`src/rtl/vx_decode_queue.sv`:
```
// Decode-to-issue staging FIFO with per-warp occupancy tracking.
// With BYPASS=1 an empty queue hands the incoming entry straight to the output.
module vx_decode_queue #(
  parameter int DATAW     = 128,
  parameter int DEPTH     = 4,
  parameter int NUM_WARPS = 4,
  parameter int BYPASS    = 0,
  localparam int NWB      = (NUM_WARPS > 1) ? $clog2(NUM_WARPS) : 1,
  localparam int CW       = $clog2(DEPTH + 1),
  localparam int PW       = $clog2(DEPTH)
) (
  input  logic                 clk,
  input  logic                 reset,
  input  logic                 flush,
  input  logic                 valid_in,
  input  logic [NWB-1:0]       wid_in,
  input  logic [DATAW-1:0]     data_in,
  output logic                 ready_in,
  output logic                 valid_out,
  output logic [NWB-1:0]       wid_out,
  output logic [DATAW-1:0]     data_out,
  input  logic                 ready_out,
  output logic [CW-1:0]        count,
  output logic [NUM_WARPS-1:0] warp_pending
);

  logic [PW-1:0]        rd_ptr, wr_ptr;
  logic [NWB+DATAW-1:0] mem [DEPTH];
  logic                 stored, thru, do_push, do_pop, wr_en, rd_en;

  assign stored = (count != '0);

  if (BYPASS != 0) begin : g_byp
    assign valid_out          = !flush && (stored || valid_in);
    assign {wid_out, data_out} = stored ? mem[rd_ptr] : {wid_in, data_in};
    assign thru               = !stored;
  end else begin : g_reg
    assign valid_out          = !flush && stored;
    assign {wid_out, data_out} = mem[rd_ptr];
    assign thru               = 1'b0;
  end

  // Uses the stored-entry view of the pop so ready_in never sees valid_in.
  assign ready_in = !flush && ((count != CW'(DEPTH)) || (stored && ready_out));
  assign do_push  = valid_in && ready_in;
  assign do_pop   = valid_out && ready_out;
  // A pass-through entry is consumed on arrival and never touches storage.
  assign wr_en    = do_push && !(thru && do_pop);
  assign rd_en    = do_pop && !thru;

  always_ff @(posedge clk or negedge reset) begin
    if (!reset) begin
      count  <= '0;
      rd_ptr <= '0;
      wr_ptr <= '0;
    end else if (flush) begin
      count  <= '0;
      rd_ptr <= '0;
      wr_ptr <= '0;
    end else begin
      if (wr_en) wr_ptr <= wr_ptr + PW'(1);
      if (rd_en) rd_ptr <= rd_ptr + PW'(1);
      if (do_push && !do_pop)      count <= count + CW'(1);
      else if (do_pop && !do_push) count <= count - CW'(1);
    end
  end

  always_ff @(posedge clk) begin
    if (wr_en) mem[wr_ptr] <= {wid_in, data_in};
  end

  for (genvar w = 0; w < NUM_WARPS; w++) begin : g_warp
    logic [CW-1:0] pend;
    logic          inc, dec;
    assign inc = do_push && (wid_in == NWB'(w));
    assign dec = do_pop && (wid_out == NWB'(w));
    always_ff @(posedge clk or negedge reset) begin
      if (!reset)            pend <= '0;
      else if (flush)        pend <= '0;
      else if (inc && !dec)  pend <= pend + CW'(1);
      else if (dec && !inc)  pend <= pend - CW'(1);
    end
    assign warp_pending[w] = (pend != '0);
  end

endmodule

```
`config.mk`:
```
export PLATFORM = sky130hd
export DESIGN_NAME = vx_decode_queue
export DESIGN_NICKNAME = d
export VERILOG_FILES = /design/src/rtl/vx_decode_queue.sv
export SDC_FILE = /design/constraint.sdc
export NUM_CORES = 1
export LEC_CHECK = 0
export ABC_CLOCK_PERIOD_IN_PS = 13100
export BUFFER_PORTS_ARGS = -buffer_cell sky130_fd_sc_hd__buf_2
export CORE_MARGIN = 5
export CORE_UTILIZATION = 28
export DETAILED_ROUTE_END_ITERATION = 8
export HOLD_SLACK_MARGIN = 0.08
export PLACE_DENSITY = 0.47
export SYNTH_ARGS = -nofsm -noshare
export SYNTH_HDL_FRONTEND = slang
export SYNTH_SLANG_ARGS = --single-unit
```
`constraint.sdc`:
```
create_clock -name clk -period 13.1 [get_ports clk]
set_clock_uncertainty 0.1 [all_clocks]
set_input_delay 2.62 -clock clk [delete_from_list [all_inputs] [get_ports clk]]
set_output_delay 2.62 -clock clk [all_outputs]
set_load 0.01 [all_outputs]
```
# ---- Yosys cells after proc, flatten, opt, wreduce, memory -nomap -nowiden
# Memories as Yosys holds them, arrays and structs flattened.
# Cells that the tools add are included.
dict set report op_classes {
  add_sub_neg 12
  mul 0
  div_mod_pow 0
  n_lt_le_gt_ge 0
  eq_ne 7
  n_shift 0
  muxes 21
  bitwise 0
  reduce_logical 49
}
# op count
set ops {}
lappend ops {{$mux W3} 15}
lappend ops {{$reduce_bool A3 Y1} 10}
lappend ops {{$logic_and A1 B1 Y1} 23}
lappend ops {{$add A3 B1 Y3 const B} 5}
lappend ops {{$sub A3 B1 Y3 const B} 5}
lappend ops {{$logic_not A1 Y1} 11}
lappend ops {{$eq A2 B2 Y1 const B} 4}
lappend ops {{$mux W2} 4}
lappend ops {{$add A2 B1 Y2 const B} 2}
lappend ops {{$eq A2 B1 Y1 const B} 2}
lappend ops {{$logic_not A2 Y1} 2}
lappend ops {{$reduce_bool A2 Y1} 2}
lappend ops {{$ne A3 B3 Y1 const B} 1}
lappend ops {{$mux W1} 2}
lappend ops {{$logic_or A1 B1 Y1} 1}
dict set report totals {
  regBits 19
  latch_bits 0
  ram_bits 520
  rom_bits 0
  inputBits 135
  out_inout_bits 139
  word_cells 97
  memories 1
}
# memory words width rd rd_ports_with_merged_regs wr line
set memory_table {}
lappend memory_table {mem 4 130 1 0 1 28} ;# logic [NWB+DATAW-1:0] mem [DEPTH];

# ---- Depth between registers and ports, before layout
dict set report logic_depth {
  word_depth 11
  mapped_depth 11
  mapped_depth_nobuf 8
}

# ---- Worst setup path before layout
# OpenSTA, ideal clock, no wires.
dict set report synth_path {
  path_type {input to register}
  start {in ready_out}
  end {mem mem[0][0] in the netlist's numbering, enable pin}
  setup_ns 0.505
  arrival_time_ns 6.599
  slack_ns 5.897
  stages 4
  path_buffers 1
  path_cell_list {clkbuf_1 nor4b_2 nor3b_1 and2_1}
}
dict set report synth_between {
  elab_chain_len 6
}
# element line
set synth_lines {}
lappend synth_lines {{from (decl)} 22} ;# input logic ready_out,
lappend synth_lines {{$logic_and A1 B1 Y1} 44} ;# assign ready_in = !flush && ((count != CW'(DEPTH)) || (stored && ready_out));
lappend synth_lines {{$logic_or A1 B1 Y1} 44}
lappend synth_lines {{$logic_and A1 B1 Y1} 44}
lappend synth_lines {{$logic_and A1 B1 Y1} 45} ;# assign do_push = valid_in && ready_in;
lappend synth_lines {{$mux W1} 69} ;# if (wr_en) mem[wr_ptr] <= {wid_in, data_in};
lappend synth_lines {{$mux W1 (implied by the code)} 69}
lappend synth_lines {{to (decl)} 28}
# No other way between the ends.

# ---- Final worst setup path
dict set report layout_path {
  start {reg rd_ptr[0]}
  end {out data_out[96]}
}
dict set report layout_between {
  elab_chain_len 1
}
# element line
set layout_lines {}
lappend layout_lines {{from (decl)} 27} ;# logic [PW-1:0] rd_ptr, wr_ptr;
lappend layout_lines {{from (signal assigned)} 62} ;# if (rd_en) rd_ptr <= rd_ptr + PW'(1);
lappend layout_lines {{$mem_v2 Z4 W130} --}
lappend layout_lines {{to (decl)} 21} ;# output logic [DATAW-1:0] data_out,
# No other way between the ends.

==> run metrics <==
hold_ws=0.515 ns; Rows=99; Fill cells=approximately 7000; Die Wd=281 um; Hold/Removal Path Class=reg -> reg; DRC errors left=0; share of the yosys chip area belonging to registers=about 78%; CTS tree=done; IO Port Bufs=273; Die Y=281 um; sum of negative setup slack=0 ns; detailed-route via count=10025; vias per cell=~4.5; commonest register cell after synthesis=edfxtp_1; critical-path maximum fanout=32; DRT iter0 DRCs=~540; core area=0.0730 sq mm; Yosys cell types=57; Sw Share=26.0%; nets=1338; Place WS=about 7 ns; crit-path most repeated cell=buf_4; Num CTS Buffers=60; Worst-path clk slew=~0.06 ns; Crit. End Element=output pin; maximum VDD drop=around 0.00012 V; Seq pwr share=46.1%; wirelength, routed=47200 um; htree depth=2; WL/cell=about 21 um; CP delay by family, top=buffers and inverters; most common cell after layout, fill and taps aside=edfxtp_1; die area=0.0790 sq mm; Multi-input gate area=0.00426 sq mm; largest net degree at the start of global routing=62; slowest cell on the critical path=dfrtp_4; Leakage Power=between 8 and 9 nW; synth warn=0; max_cap viols=0; internal power=between 3 and 4 mW; status=finished, final reports clean; Crit Path Category=reg -> out; final setup vio count=0; Slew Limit Headroom=32.8%; share of synthesized registers carrying an async set or reset=3.53%; Avg Cell Area, Syn=23.1 sq um; Worst Path Required=slightly above 10 ns; final hold vios=0; power per cell area=177 mW/mm^2; fin crit period=6.34 ns; logic gate share of total power=17.4%; Post-CTS Setup Repair Bufs=0; vias in the first global route=10797; Pre-antenna DRT Iters=4; hold path startpoint=g_warp[0].pend[1]$_DFFE_PN0P_; Mapped Cells=891; clk_lat worst skew=0.60 ns; max incr delay on CP=0.88 ns; Root Buffer=clkbuf_16; Placer Congestion=0.713; initial core utilization=around 28%; Routed Antenna Nets=0; first-pass GRT wire length=70200 um; net switching power=1.15 mW; final max-slew violation count=0; Synth Cell Area=0.0206 sq mm; sink of the worst hold path=g_warp[0].pend[1]$_DFFE_PN0P_; P&R area growth vs syn=21.5%; CP Depth=4; fin worst setup slack=6.76 ns; hold_buf cts=0; achievable clock frequency=~0.16 GHz; most frequent cells in the layout=520 x edfxtp_1, 273 x buf_2, 130 x mux4_2; Max Root-Sink Buffers=3; CTS sink count=539; initial antenna violation count=12; Final Cycle Share=between 40% and 50%; Critical path buffers and inverters=3; post-cts gate resize count=0; RSZ-0062 raised after global routing=false; dpl hpwl=about 29000 um; Syn Nets=1035; crit path DAT=3.62 ns; post-synthesis sequential element count=between 500 and 600; cells along the critical path=buf_4 -> buf_4 -> mux4_2 -> buf_2; Critical R2R Launch=rd_ptr[0]$_DFFE_PN0P_; GR Overflow Total=0; storage element area=around 0.016 sq mm; minimum setup slack among reg-to-reg paths=approximately 8.4 ns; worst r2r path cells=9; worst-margin pin slew=1.01 ns; GRT Overall Usage=11.7%; Post-synth EDFFs=520; Hold Path Cell Cnt=2; Clk network pwr share=a little over a third; Worst Setup Start Kind=flop; IO Pins=274; FF-to-FF End=g_warp[1].pend[2]$_DFFE_PN0P_; layout cell share with drive strength beyond 1=42.2%
[state kept, by name, indices dropped and copies added, names as in the netlist]
signal / flops
rd_ptr: 2
count: 3
wr_ptr: 2
mem: 520
g_warp.pend: 12
[how the worst max path moves through the flow]
stage,from,endpoint,slack (ns)
final,rd_ptr[0]$_DFFE_PN0P_,data_out[96],6.76
after global routing,rd_ptr[0]$_DFFE_PN0P_,data_out[96],6.41
after CTS,rd_ptr[0]$_DFFE_PN0P_,data_out[96],6.55
after detailed placement,flush,valid_out,7.01
after global placement,flush,valid_out,7.00
after floorplan,ready_out,mem[0][0]$_DFFE_PP_,5.90
[power by group through the flow]
stage	logic, mW	clock network (mW)	registers, mW
floorplan	0.522	0	2.05
global placement	0.803	0	2.08
detailed placement	0.804	0	2.08
CTS	0.807	1.68	2.05
global route	0.846	1.75	2.05
finish	0.774	1.62	2.04
[cell usage after synthesis, drive strengths merged (3+ instances only)]
cell type,number,area share [%]
a211oi,4,0.15
a31oi,4,0.12
and2,4,0.12
buf,22,0.50
clkbuf,25,0.46
dfrtp,19,2.3
edfxtp,520,76
fa,5,0.49
ha,4,0.24
inv,12,0.22
mux2i,5,0.24
mux4,130,14
nand2,4,0.073
nand2b,5,0.15
nand3,4,0.097
nand3b,5,0.18
nand4,3,0.091
nand4b,4,0.17
nor2,22,0.40
nor3,11,0.29
nor3b,4,0.15
nor4,10,0.38
nor4b,6,0.43
o21ai,3,0.073
or3,11,0.33
or3b,5,0.21
or4b,4,0.19
xnor3,4,0.44
xor2,3,0.13
[through the flow]
stage               power [mW]  cells  util, %  cell area [sq um]
floorplan                 2.57    891        -              20600
global placement          2.88   2091     31.6              23100
detailed placement        2.89   2091     31.6              23100
CTS                       4.54   2204     34.2              25000
global route              4.65   2204     34.2              25000
finish                    4.43   2210     34.3              25000
[routing by layer]
layer | up-vias | part of all wire, % | GRT usage [%]
li1 | 4408 | - | -
met3 | 74 | 7.1 | 4.05
met5 | - | 0.13 | 0
met1 | 5301 | 43 | 15.3
met4 | 10 | 2.1 | 2.99
met2 | 232 | 48 | 18.8
[layout make-up]
| class | count | area share, % |
|---|---|---|
| Inverter | 12 | 0.180 |
| Antenna cell | 6 | 0.0601 |
| Timing Repair Buffer | 288 | 5.92 |
| Tap cell | 959 | 4.80 |
| Multi-Input combinational cell | 293 | 17.0 |
| Clock buffer | 72 | 6.19 |
| Sequential cell | 539 | 64.4 |
| Clock inverter | 41 | 1.42 |
[worst reg2reg max path, delay by kind of cell (launching register included)]
family          cells  cell delay (ns)
buf+inv             1             0.91
simple gates        5             1.36
compound gates      1             0.15
mux                 1             0.80
flops               1             0.88
fa+ha+maj           1             0.42
[logic make-up (layout without fill, tap and decap cells)]
family | Yosys count | count (layout) | share of synthesized area [%]
flops | 539 | 539 | 78.2
mux | 137 | 137 | 14.6
simple gates | 112 | 112 | 3.69
buf+inv | 59 | 413 | 1.17
compound gates | 26 | 26 | 0.955
fa+ha+maj | 9 | 9 | 0.730
xor+xnor | 9 | 9 | 0.651
other cells | 0 | 6 | 0
No activity file was read; power rests on OpenSTA's default activity.
